==> config.mk <==
export PLATFORM = sky130hd
export DESIGN_NAME = md_sequencer_flat
export DESIGN_NICKNAME = d
export VERILOG_FILES = /design/src/rtl/md_sequencer_if.sv /design/src/rtl/md_sequencer.sv /design/src/flat_wrapper.sv
export SDC_FILE = /design/constraint.sdc
export NUM_CORES = 1
export LEC_CHECK = 0
export CORE_UTILIZATION = 55
export CTS_CLUSTER_DIAMETER = 30
export DETAILED_ROUTE_END_ITERATION = 8
export PLACE_DENSITY_LB_ADDON = 0.15
export SYNTH_ARGS = -nofsm -noshare
export SYNTH_HDL_FRONTEND = slang
export SYNTH_SLANG_ARGS = --single-unit
==> constraint.sdc <==
create_clock -name clk -period 8.4 [get_ports clk]
set_input_delay 1.68 -clock clk [delete_from_list [all_inputs] [get_ports clk]]
set_output_delay 1.68 -clock clk [all_outputs]
set_load 0.01 [all_outputs]
==> src/rtl/md_sequencer_if.sv <==
// ID->EXE / EXE->MEM signal bundle between the pipeline and the multiply/divide sequencer.
interface md_sequencer_if;
   logic        EXE_valid;
   logic [3:0]  md_op;
   logic [31:0] src1;
   logic [31:0] src2;
   logic        MEM_allow_in;
   logic        cancel;
   logic        EXE_over;
   logic        md_busy;
   logic        md_done;
   logic [31:0] md_hi;
   logic [31:0] md_lo;

   modport master (
      output EXE_valid, md_op, src1, src2, MEM_allow_in, cancel,
      input  EXE_over, md_busy, md_done, md_hi, md_lo
   );

   modport slave (
      input  EXE_valid, md_op, src1, src2, MEM_allow_in, cancel,
      output EXE_over, md_busy, md_done, md_hi, md_lo
   );
endinterface

==> src/rtl/md_sequencer.sv <==
// Iterative MULT/MULTU/DIV/DIVU controller owning HI/LO: radix-2 shift-add multiply or
// restoring divide on operand magnitudes over 32 cycles, then a sign-fix cycle.
module md_sequencer #(
   parameter int unsigned WIDTH  = 32,
   parameter logic [31:0] DBZ_LO = 32'hFFFFFFFF
) (
   input logic           clk,
   input logic           reset,
   md_sequencer_if.slave bus
);

   if (WIDTH != 32) begin : g_width_check
      $error("md_sequencer supports WIDTH=32 only");
   end

   typedef enum logic [1:0] {IDLE, CALC, SIGN, DONE} state_t;

   state_t      state, state_nxt;
   logic [4:0]  cnt;
   logic        is_mul, neg_q, neg_r, dbz;
   logic [31:0] opa, opb, raw_src1;
   logic [63:0] acc;
   logic [31:0] hi_q, lo_q;

   logic        accept, dec_mul, dec_signed;
   logic [31:0] abs1, abs2;
   logic [32:0] mul_sum, rem_sh;
   logic [31:0] rem_sub;
   logic        div_ge;
   logic [63:0] mul_next, div_next, prod_fix;
   logic [31:0] quo_fix, rem_fix;

   // Priority decode keeps behaviour defined even for an illegal multi-hot md_op
   always_comb begin
      dec_mul    = bus.md_op[3] | bus.md_op[2];
      dec_signed = bus.md_op[3] | (~bus.md_op[2] & bus.md_op[1]);
      abs1       = (dec_signed && bus.src1[31]) ? 32'd0 - bus.src1 : bus.src1;
      abs2       = (dec_signed && bus.src2[31]) ? 32'd0 - bus.src2 : bus.src2;
      accept     = (state == IDLE) & bus.EXE_valid & (|bus.md_op) & ~bus.cancel;
   end

   // Multiply: opa = multiplicand, opb = multiplier shifting right.
   // Divide:   opa = dividend shifting left into rem, opb = divisor; acc = {rem, quo}.
   always_comb begin
      mul_sum  = {1'b0, acc[63:32]} + {1'b0, (opb[0] ? opa : 32'd0)};
      mul_next = {mul_sum, acc[31:1]};
      rem_sh   = {acc[63:32], opa[31]};
      div_ge   = rem_sh >= {1'b0, opb};
      rem_sub  = rem_sh[31:0] - opb;
      div_next = {(div_ge ? rem_sub : rem_sh[31:0]), acc[30:0], div_ge};
      prod_fix = neg_q ? 64'd0 - acc : acc;
      quo_fix  = neg_q ? 32'd0 - acc[31:0] : acc[31:0];
      rem_fix  = neg_r ? 32'd0 - acc[63:32] : acc[63:32];
   end

   always_ff @(posedge clk) begin
      if (reset) state <= IDLE;
      else       state <= state_nxt;
   end

   always_comb begin
      state_nxt = state;
      case (state)
         IDLE:    if (accept) state_nxt = CALC;
         CALC:    if (cnt == 5'd31) state_nxt = SIGN;
         SIGN:    state_nxt = DONE;
         DONE:    if (bus.MEM_allow_in) state_nxt = IDLE;
         default: state_nxt = IDLE;
      endcase
      if (bus.cancel) state_nxt = IDLE;
   end

   always_ff @(posedge clk) begin
      if (reset) begin
         cnt      <= '0;
         is_mul   <= 1'b0;
         neg_q    <= 1'b0;
         neg_r    <= 1'b0;
         dbz      <= 1'b0;
         opa      <= '0;
         opb      <= '0;
         raw_src1 <= '0;
         acc      <= '0;
         hi_q     <= '0;
         lo_q     <= '0;
      end else begin
         case (state)
            IDLE: if (accept) begin
               cnt      <= '0;
               acc      <= '0;
               is_mul   <= dec_mul;
               neg_q    <= dec_signed & (bus.src1[31] ^ bus.src2[31]);
               neg_r    <= dec_signed & bus.src1[31];
               dbz      <= ~dec_mul & (bus.src2 == 32'd0);
               opa      <= abs1;
               opb      <= abs2;
               raw_src1 <= bus.src1;
            end
            CALC: begin
               cnt <= cnt + 5'd1;
               if (is_mul) begin
                  acc <= mul_next;
                  opb <= opb >> 1;
               end else begin
                  acc <= div_next;
                  opa <= opa << 1;
               end
            end
            SIGN: if (!bus.cancel) begin
               if (is_mul) begin
                  hi_q <= prod_fix[63:32];
                  lo_q <= prod_fix[31:0];
               end else if (dbz) begin
                  hi_q <= raw_src1;
                  lo_q <= DBZ_LO;
               end else begin
                  hi_q <= rem_fix;
                  lo_q <= quo_fix;
               end
            end
            default: ;
         endcase
      end
   end

   assign bus.md_busy  = (state == CALC) || (state == SIGN);
   assign bus.md_done  = (state == DONE);
   assign bus.md_hi    = hi_q;
   assign bus.md_lo    = lo_q;
   assign bus.EXE_over = bus.EXE_valid & (~(|bus.md_op) | (state == DONE)) & ~bus.cancel;

   a_md_op_onehot: assert property (@(posedge clk) disable iff (reset)
      !bus.EXE_valid || $onehot0(bus.md_op));

endmodule

==> src/flat_wrapper.sv <==
// flat-port wrapper written by rule: the top's interface ports become plain ports
module md_sequencer_flat 
#(
   parameter int unsigned WIDTH  = 32,
   parameter logic [31:0] DBZ_LO = 32'hFFFFFFFF
)
  (clk, reset, bus_EXE_valid, bus_md_op, bus_src1, bus_src2, bus_MEM_allow_in, bus_cancel, bus_EXE_over, bus_md_busy, bus_md_done, bus_md_hi, bus_md_lo);
  md_sequencer_if bus_i ();
  input logic clk;
  input logic reset;
  input wire logic [$bits(bus_i.EXE_valid)-1:0] bus_EXE_valid;
  input wire logic [$bits(bus_i.md_op)-1:0] bus_md_op;
  input wire logic [$bits(bus_i.src1)-1:0] bus_src1;
  input wire logic [$bits(bus_i.src2)-1:0] bus_src2;
  input wire logic [$bits(bus_i.MEM_allow_in)-1:0] bus_MEM_allow_in;
  input wire logic [$bits(bus_i.cancel)-1:0] bus_cancel;
  output wire logic [$bits(bus_i.EXE_over)-1:0] bus_EXE_over;
  output wire logic [$bits(bus_i.md_busy)-1:0] bus_md_busy;
  output wire logic [$bits(bus_i.md_done)-1:0] bus_md_done;
  output wire logic [$bits(bus_i.md_hi)-1:0] bus_md_hi;
  output wire logic [$bits(bus_i.md_lo)-1:0] bus_md_lo;
  assign bus_i.EXE_valid = bus_EXE_valid;
  assign bus_i.md_op = bus_md_op;
  assign bus_i.src1 = bus_src1;
  assign bus_i.src2 = bus_src2;
  assign bus_i.MEM_allow_in = bus_MEM_allow_in;
  assign bus_i.cancel = bus_cancel;
  assign bus_EXE_over = bus_i.EXE_over;
  assign bus_md_busy = bus_i.md_busy;
  assign bus_md_done = bus_i.md_done;
  assign bus_md_hi = bus_i.md_hi;
  assign bus_md_lo = bus_i.md_lo;
  md_sequencer #(.WIDTH(WIDTH), .DBZ_LO(DBZ_LO)) u_core (.clk(clk), .reset(reset), .bus(bus_i));
endmodule
==> results of run 1 <==
==> metal layers <==
layer  wire length, um  GRT usage [%]  vias up
met5                 0              0        -
met3              6170           8.55      159
met1             25700           50.1     8374
met4              2080           13.1        0
met2             25100           53.6      890
li1                  -              -     8543
==> kinds of logic (layout without fill, tap and decap cells) <==
group | Yosys count | after routing | synth area share, %
muxes | 69 | 69 | 4.25
AOI/OAI and AO/OA | 705 | 705 | 25.4
adders and majority gates | 77 | 77 | 5.66
DFF | 235 | 235 | 27.2
buffers and inverters | 249 | 347 | 5.49
and+or+nand+nor | 855 | 855 | 22.6
xor gates and xnor gates | 186 | 186 | 9.42
==> layout by cell type (no fill, tap or decap), drive strengths merged, types with 57 or more instances in the layout <==
cell type	count
a211oi	57
clkbuf	65
xnor2	90
inv	80
nand2	360
nor2	218
a21oi	226
clkdlybuf4s50	138
xor2	96
ha	75
dfxtp	235
o21ai	176
==> path summary, 6_finish.rpt <==
| path | cells past startpoint | to | slack (ps) | startpoint |
|---|---|---|---|---|
| worst max-delay path | 5 | bus_EXE_over | 2910 | bus_md_op[3] |
| worst min-delay path | 1 | u_core.bus.md_hi[28] | 450 | u_core.bus.md_hi[28] |
| worst max register to register | 11 | u_core.acc[40] | 4200 | u_core.acc[34] |
| worst min register to register | 1 | u_core.bus.md_hi[28] | 450 | u_core.bus.md_hi[28] |
==> sequential cells by signal (all words and copies together), names as in the netlist <==
signal            cells
u_core.is_mul         1
u_core.state          2
u_core.opb           32
u_core.opa           32
u_core.acc           64
u_core.neg_q          1
u_core.neg_r          1
u_core.cnt            5
u_core.dbz            1
u_core.bus.md_lo     32
u_core.raw_src1      32
u_core.bus.md_hi     32
==> where the power goes <==
| part | internal, W | total [W] | leakage [nW] | switching [W] |
|---|---|---|---|---|
| sequential | 0.00115 | 0.00119 | 1.90 | 0.0000383 |
| combinational | 0.000236 | 0.000633 | 5.17 | 0.000397 |
| clock | 0.00170 | 0.00242 | 1.02 | 0.000721 |
| total | 0.00308 | 0.00424 | 8.09 | 0.00116 |
==> area by class of cell <==
| cell class | instances | share of cell area (%) |
|---|---|---|
| multi-input cells | 1892 | 55.9 |
| flip-flops and latches | 235 | 22.5 |
| repair buffers | 169 | 7.73 |
| clock buffers | 65 | 7.25 |
| clock inverters | 39 | 2.91 |
| well taps | 396 | 2.37 |
| inverters | 74 | 1.33 |
==> worst max-delay path, delay by kind of cell <==
kind | cells | cell delay, ps
buffers and inverters | 2 | 1040
AND/OR/NAND/NOR | 3 | 1080
==> through the flow <==
| stage | total power (W) | util, % | cell area (sq um) |
|---|---|---|---|
| 2_1_floorplan | 0.00162 | - | 17300 |
| 3_3_place_gp | 0.00181 | 61.1 | 18800 |
| 3_5_place_dp | 0.00182 | 61.1 | 18800 |
| 4_1_cts | 0.00423 | 68.0 | 20900 |
| 5_1_grt | 0.00437 | 68.0 | 20900 |
| 6_report | 0.00424 | 68.0 | 20900 |
==> impl_metrics.toml, run 1 <==
[routing]
firstDrtPassIters = 8
avgViaCountPerCell = 6.26
wl_per_cell_um = 20.6
drt-initial-drc-count = 1951
wirelength_mm = 59.1
detail-route-antenna-nets = 0
drc = 14
via_count = 18000

[timing]
min_period_ps = 5490
finalSetupViolCount = 0
fin_worst_skew_ps = 10.6
relSlewSlack_pct = 10.2
rsz0062_at_grt = "no"
timing.fmax_mhz = 182
fin_ws_ps = 2910
setup_tns_ps = 0
timing.hold.ws_ps = 448
finalHoldViolCount = 0
tightest_slew_ps = 1340
slew_viol_final = 0
post-route-period-util_pct = 65.3

[clocking]
clkSinkCount = 235
clk_pin_slew_worst_paths_ps = 50
htreeDepth = 2
cts_hold_buffers = 0
cts_setup_buffers = 0
cts_tree = "done"
numCtsBuffers = 56
cts_buffer_depth = 3
cts-root-buf = "clkbuf_16"
cts_resized = 0
clock_latency_ps = 560

[layout]
multi_input_area_sq_um = 11700
nets = 2578
nFillCells = 2682
seqCellArea_sq_um = 4710
diodes = 0
syn_to_final_growth_pct = 21.0
finalNonFillerCells = 2870
drive_gt1_share_pct = 8.04

[global_routing]
grt_pass1_vias = 16000
grt_use_total_pct = 36.0
antenna_found_initial = 0
grt_pass1_wl_mm = 89.1
grt_max_degree = 103
overflow = 0

[logic_synthesis]
ys.flop_type = "dfxtp_1"
syn_area_sq_um = 17300
async_flop_share_pct = 0
yosys_warnings = 0
synth_top_cell_by_area = "dfxtp_1"
synth_top_area_share_pct = 27.2
ys_types = 76
synth_area_per_cell_sq_um = 7.28
syn_inst = 2376
synthMostInstantiatedCell = "nand2_1"
synth_area_leaders = "dfxtp_1 27%, nand2_1 7.8%, a21oi_1 6.5%"
syn-num-nets = 2526
synth_common_cells = "360 x nand2_1, 235 x dfxtp_1, 226 x a21oi_1"
synth-edff-count = 0
ys_ff_latch = 235
yosysSeqAreaShare_pct = 27.2

[pwr]
irDropWorstVdd_v = 0.000161
power_density_nw_per_um2 = 203
cellLeakagePower_nw = 8.09

[job]
cap_violations = 0

[critical_path]
path_cells = "clkdlybuf4s50_1 > nor4_1 > nor2_1 > nor2_1 > clkdlybuf4s50_1"
end_kind = "output port"
crit_path_top_delay_cell = "nor4_1"
crit_path_start_kind = "input pin"
cp.arrival_ps = 3810
crit_required_ps = 6720
critical_path_class = "input pin to output port"
cp_max_fo = 6
crit_path_max_incr_delay_ps = 860

[die]
die_h_um = 179
core_sq_um = 30700
ios = 140
row_count = 64
fp.dieW_um = 179
start_util_pct = 56.2
dieArea_sq_um = 32100

[place]
pre_cts_ws_ps = 2890
hpwl_mm = 43.2
gp_congestion = 0.968
portBuffers = 139
dp.cells = 2766

[run_status]
status = "finished with violations"
violations = "design-rule violations"

[hold_path]
holdCritPathClass = "flop to flop"
(Power assumes the default switching activity.)
==> run 2: changes to the inputs <==
--- a/config.mk
+++ b/config.mk
@@ -5,7 +5,7 @@
 export SDC_FILE = /design/constraint.sdc
 export NUM_CORES = 1
 export LEC_CHECK = 0
-export CORE_UTILIZATION = 55
+export CORE_UTILIZATION = 54
 export CTS_CLUSTER_DIAMETER = 30
 export DETAILED_ROUTE_END_ITERATION = 8
 export PLACE_DENSITY_LB_ADDON = 0.15
==> constraint.sdc (replaced) <==
create_clock -name clk -period 4.9 [get_ports clk]
set_input_delay 0.98 -clock clk [delete_from_list [all_inputs] [get_ports clk]]
set_output_delay 0.98 -clock clk [all_outputs]
set_load 0.01 [all_outputs]
==> run 2 against run 1 <==
Net effect: the flow now finishes without violations; count of clock-buffer cells in the layout down 3; clock skew increased by 13 ps; hold slack improved by 5.3 ps.
==> impl_metrics.toml, run 2 (synthesis gave the netlist of run 1 again) <==
[run_status]
status = "complete, no violations"

[routing]
drc = 0
drt-initial-drc-count = 1619
wl_per_cell_um = 19.9
firstDrtPassIters = 5
detail-route-antenna-nets = 0
via_count = 17900
wirelength_mm = 57.6
avgViaCountPerCell = 6.17

[timing]
tightest_slew_ps = 1240
post-route-period-util_pct = 83.4
finalHoldViolCount = 0
timing.fmax_mhz = 245
min_period_ps = 4090
setup_tns_ps = 0
rsz0062_at_grt = "no"
finalSetupViolCount = 0
fin_worst_skew_ps = 24.0
slew_viol_final = 0
fin_ws_ps = 814
timing.hold.ws_ps = 454
relSlewSlack_pct = 17.5

[clocking]
cts_resized = 0
clock_latency_ps = 620
htreeDepth = 2
clk_pin_slew_worst_paths_ps = 50
clkSinkCount = 235
cts-root-buf = "clkbuf_16"
numCtsBuffers = 57
cts_tree = "done"
cts_setup_buffers = 0
cts_hold_buffers = 0
cts_buffer_depth = 3

[global_routing]
grt_max_degree = 95
grt_use_total_pct = 34.7
overflow = 0
antenna_found_initial = 2
grt_pass1_wl_mm = 89.7
grt_pass1_vias = 16500

[layout]
syn_to_final_growth_pct = 21.4
largest_reg_flops = 64
nets = 2593
drive_gt1_share_pct = 8.67
regMostFlops = "u_core.acc"
final_common_cell = "nand2_1"
layout_common_cells = "360 x nand2_1, 232 x dfxtp_1, 222 x a21oi_1"

[hold_path]
holdCritPathClass = "flop to flop"
min_from = "u_core.opb[7]"
holdPathStages = 2

[critical_path]
crit_path_start_kind = "flop"
crit_required_ps = 5400
r2r_cells = 11
cp_max_fo = 27
cp.arrival_ps = 4580
end_kind = "flop"
r2r-start = "u_core.acc[36]"
critical_path_class = "flop to flop"
setup.worst_path.start = "u_core.acc[36]"

[pwr]
p_total_w = 0.00715
cellLeakagePower_nw = 8.13
power_density_nw_per_um2 = 341
irDropWorstVdd_v = 0.000289

[die]
die_h_um = 181
row_count = 65
core_sq_um = 31600
ios = 140
fp.dieW_um = 181
start_util_pct = 54.8
dieArea_sq_um = 32700

[place]
pre_cts_ws_ps = 806
gp_congestion = 1.01
portBuffers = 139
hpwl_mm = 42.7

[job]
cap_violations = 0
-- run 2: changes by cell type in the layout (fill, tap and decap cells not counted), moves of 3 or more --
| cell | change |
|---|---|
| diode_2 | +3 |
| inv_6 | +3 |
| clkbuf_8 | -3 |
| buf_4 | +14 |
| clkinv_4 | +3 |
| bufinv_16 | -4 |
-- run 2: metal layers --
metal	wire (um)	vias to the layer above	share of wire, %	GRT usage [%]
met5	0	-	0	0
met4	2230	0	3.9	15.5
met3	5170	143	9.0	8.83
met2	25500	748	44	53.9
met1	24800	8383	43	45.1
li1	-	8606	-	-
-- run 2: worst max-delay path, stage by stage, from the launching register on --
cell      delay, ps
dfxtp_1         760
ha_1            330
nand3_1         140
a211oi_1        510
o211ai_1        250
a21oi_1         310
nor2_1          140
a21oi_4         660
buf_4           330
mux2_2          350
nor2_1           70
o21ai_0          90
-- run 2: worst paths after layout --
check	slack [ps]	end
worst max-delay path	810	u_core.acc[38]
worst min-delay path	450	u_core.opb[7]
worst max register to register	810	u_core.acc[38]
worst min register to register	450	u_core.opb[7]
-- run 2: area by class of cell --
class                   instances  area, sq um
diodes                          3         7.51
well taps                     402          503
fillers                      2796        10600
clock buffers                  62         1480
multi-input cells            1892        11700
clock inverters                45          598
repair buffers                183         1720
inverters                      74          278
flip-flops and latches        235         4710
-- run 2: through the flow --
stage                     area (sq um)  instances  utilization [%]
final                            21000       2896             66.5
after global routing             21000       2893             66.5
after global placement           18900       2786             59.9
after CTS                        21000       2893             66.5
after detailed placement         18900       2786             59.9
after floorplan                  17300       2376                -
-- run 2: where the power goes --
part           switching, W  internal (W)  total [W]  leakage [nW]
combinational      0.000662      0.000420    0.00108          5.24
sequential        0.0000694       0.00197    0.00204          1.90
clock               0.00134       0.00269    0.00403         0.992
total               0.00207       0.00508    0.00715          8.13
==> run 3: changes to the inputs <==
==> constraint.sdc (replaced) <==
create_clock -name clk -period 3.46 [get_ports clk]
set_input_delay 0.692 -clock clk [delete_from_list [all_inputs] [get_ports clk]]
set_output_delay 0.692 -clock clk [all_outputs]
set_load 0.01 [all_outputs]
==> run 3 against run 2 <==
Net effect: final cell count grew 2.4%; via count up 2.2%; critical path type unchanged; hold slack better by 3.0 ps; combinational power up 55%; count of clock-buffer cells in the layout rose by 18; maximum frequency increased by 24%.
==> impl_metrics.toml, run 3 (synthesis gave the netlist of run 1 again) <==
[run_status]
status = "complete, no violations"

[clocking]
cts_tree = "done"
cts-root-buf = "clkbuf_16"
numCtsBuffers = 57
clk_pin_slew_worst_paths_ps = 40
clkSinkCount = 235
clock_latency_ps = 580
cts_hold_buffers = 0
cts_buffer_depth = 3
htreeDepth = 2

[routing]
via_count = 18300
drt-initial-drc-count = 1842
drc = 0
firstDrtPassIters = 6
wl_per_cell_um = 20.1
avgViaCountPerCell = 6.16
wirelength_mm = 59.5
detail-route-antenna-nets = 0

[global_routing]
busiest_layer = "met2"
grt.met2_usage_pct = 55.4
grt_pass1_vias = 16700
overflow = 0
use_met3_pct = 4.92
antenna_found_initial = 0
grt_use_total_pct = 35.7
met1_usage_pct = 50.3
grt_max_degree = 122
grt_pass1_wl_mm = 92.7

[place]
placed_cell_area_sq_um = 19500
portBuffers = 139
pre_cts_ws_ps = -27.2
hpwl_mm = 44.8
gp_congestion = 1.00

[timing]
min_period_ps = 3290
finalSetupViolCount = 0
slew_viol_final = 0
relSlewSlack_pct = 25.5
setup_tns_ps = 0
tightest_slew_ps = 1120
fin_ws_ps = 166
post-route-period-util_pct = 95.2
rsz0062_at_grt = "no"
finalHoldViolCount = 0
fin_worst_skew_ps = 26.0
timing.fmax_mhz = 304

[layout]
final_common_cell = "nand2_1"
largest_reg_flops = 64
fin_util_pct = 67.9
nFillCells = 2708
nets = 2665
layout_common_cells = "360 x nand2_1, 232 x dfxtp_1, 222 x a21oi_1"
drive_gt1_share_pct = 11.0
finalInstanceArea_sq_um = 21400
syn_to_final_growth_pct = 24.0
regMostFlops = "u_core.acc"

[die]
row_count = 65
fp.dieW_um = 181
dieArea_sq_um = 32700
core_sq_um = 31600
ios = 140
die_h_um = 181
start_util_pct = 54.8

[pwr]
irDropWorstVdd_v = 0.000448
cellLeakagePower_nw = 8.44
power_density_nw_per_um2 = 454

[critical_path]
cp.arrival_ps = 3750
cp_max_fo = 9
end_kind = "flop"
crit_path_start_kind = "flop"
crit_required_ps = 3910
critical_path_class = "flop to flop"

[job]
cap_violations = 0

[hold_path]
holdCritPathClass = "flop to flop"
-- run 3: path summary, 6_finish.rpt --
path                            depth (start not counted)             end      startpoint  slack (ps)
worst max register to register                         13  u_core.acc[63]  u_core.opb[13]         170
worst min-delay path                                    2   u_core.opb[6]   u_core.opb[6]         460
worst max-delay path                                   13  u_core.acc[63]  u_core.opb[13]         170
worst min register to register                          2   u_core.opb[6]   u_core.opb[6]         460
-- run 3: routing by layer --
layer  wire (um)  part of all wire (%)
met4        1890                   3.2
met5           0                     0
met3        4770                   8.0
met1       26600                    45
met2       26300                    44
-- run 3: where the power goes --
| group | internal [W] | switching, W |
|---|---|---|
| Sequential | 0.00279 | 0.0000940 |
| Clock | 0.00349 | 0.00168 |
| Combinational | 0.000687 | 0.000983 |
-- run 3: final cells by class --
type | count | area (sq um) | share of cell area, %
Inverter | 74 | 278 | 1.30
Multi-Input combinational cell | 1892 | 11700 | 54.7
Antenna cell | 1 | 2.50 | 0.0117
Sequential cell | 235 | 4710 | 22.0
Tap cell | 402 | 503 | 2.35
Clock inverter | 26 | 259 | 1.21
Clock buffer | 80 | 1630 | 7.62
Timing Repair Buffer | 255 | 2330 | 10.9
-- run 3: what timing repair did --
action                     in CTS  in global routing
hold endpoints to repair        0                  0
buffers inserted                0                  2
resized for setup               0                  4
setup endpoints to repair       0                 12
-- run 3: metrics by stage --
stage,instances,power (W),hold slack [ps]
2_1_floorplan,2376,0.00392,433
4_1_cts,2962,0.00969,456
3_5_place_dp,2856,0.00453,449
5_1_grt,2964,0.0101,470
3_3_place_gp,2856,0.00451,444
6_report,2965,0.00972,456
-- run 3: critical path: stages, from the launching register on --
cell	delay, ps
dfxtp_1	430
inv_1	90
ha_1	450
nand2_1	170
nor2_1	280
o211ai_1	240
a21oi_1	300
nor2_1	150
a21oi_4	280
buf_4	160
buf_4	160
nand2_1	60
o32a_1	150
a32o_1	250
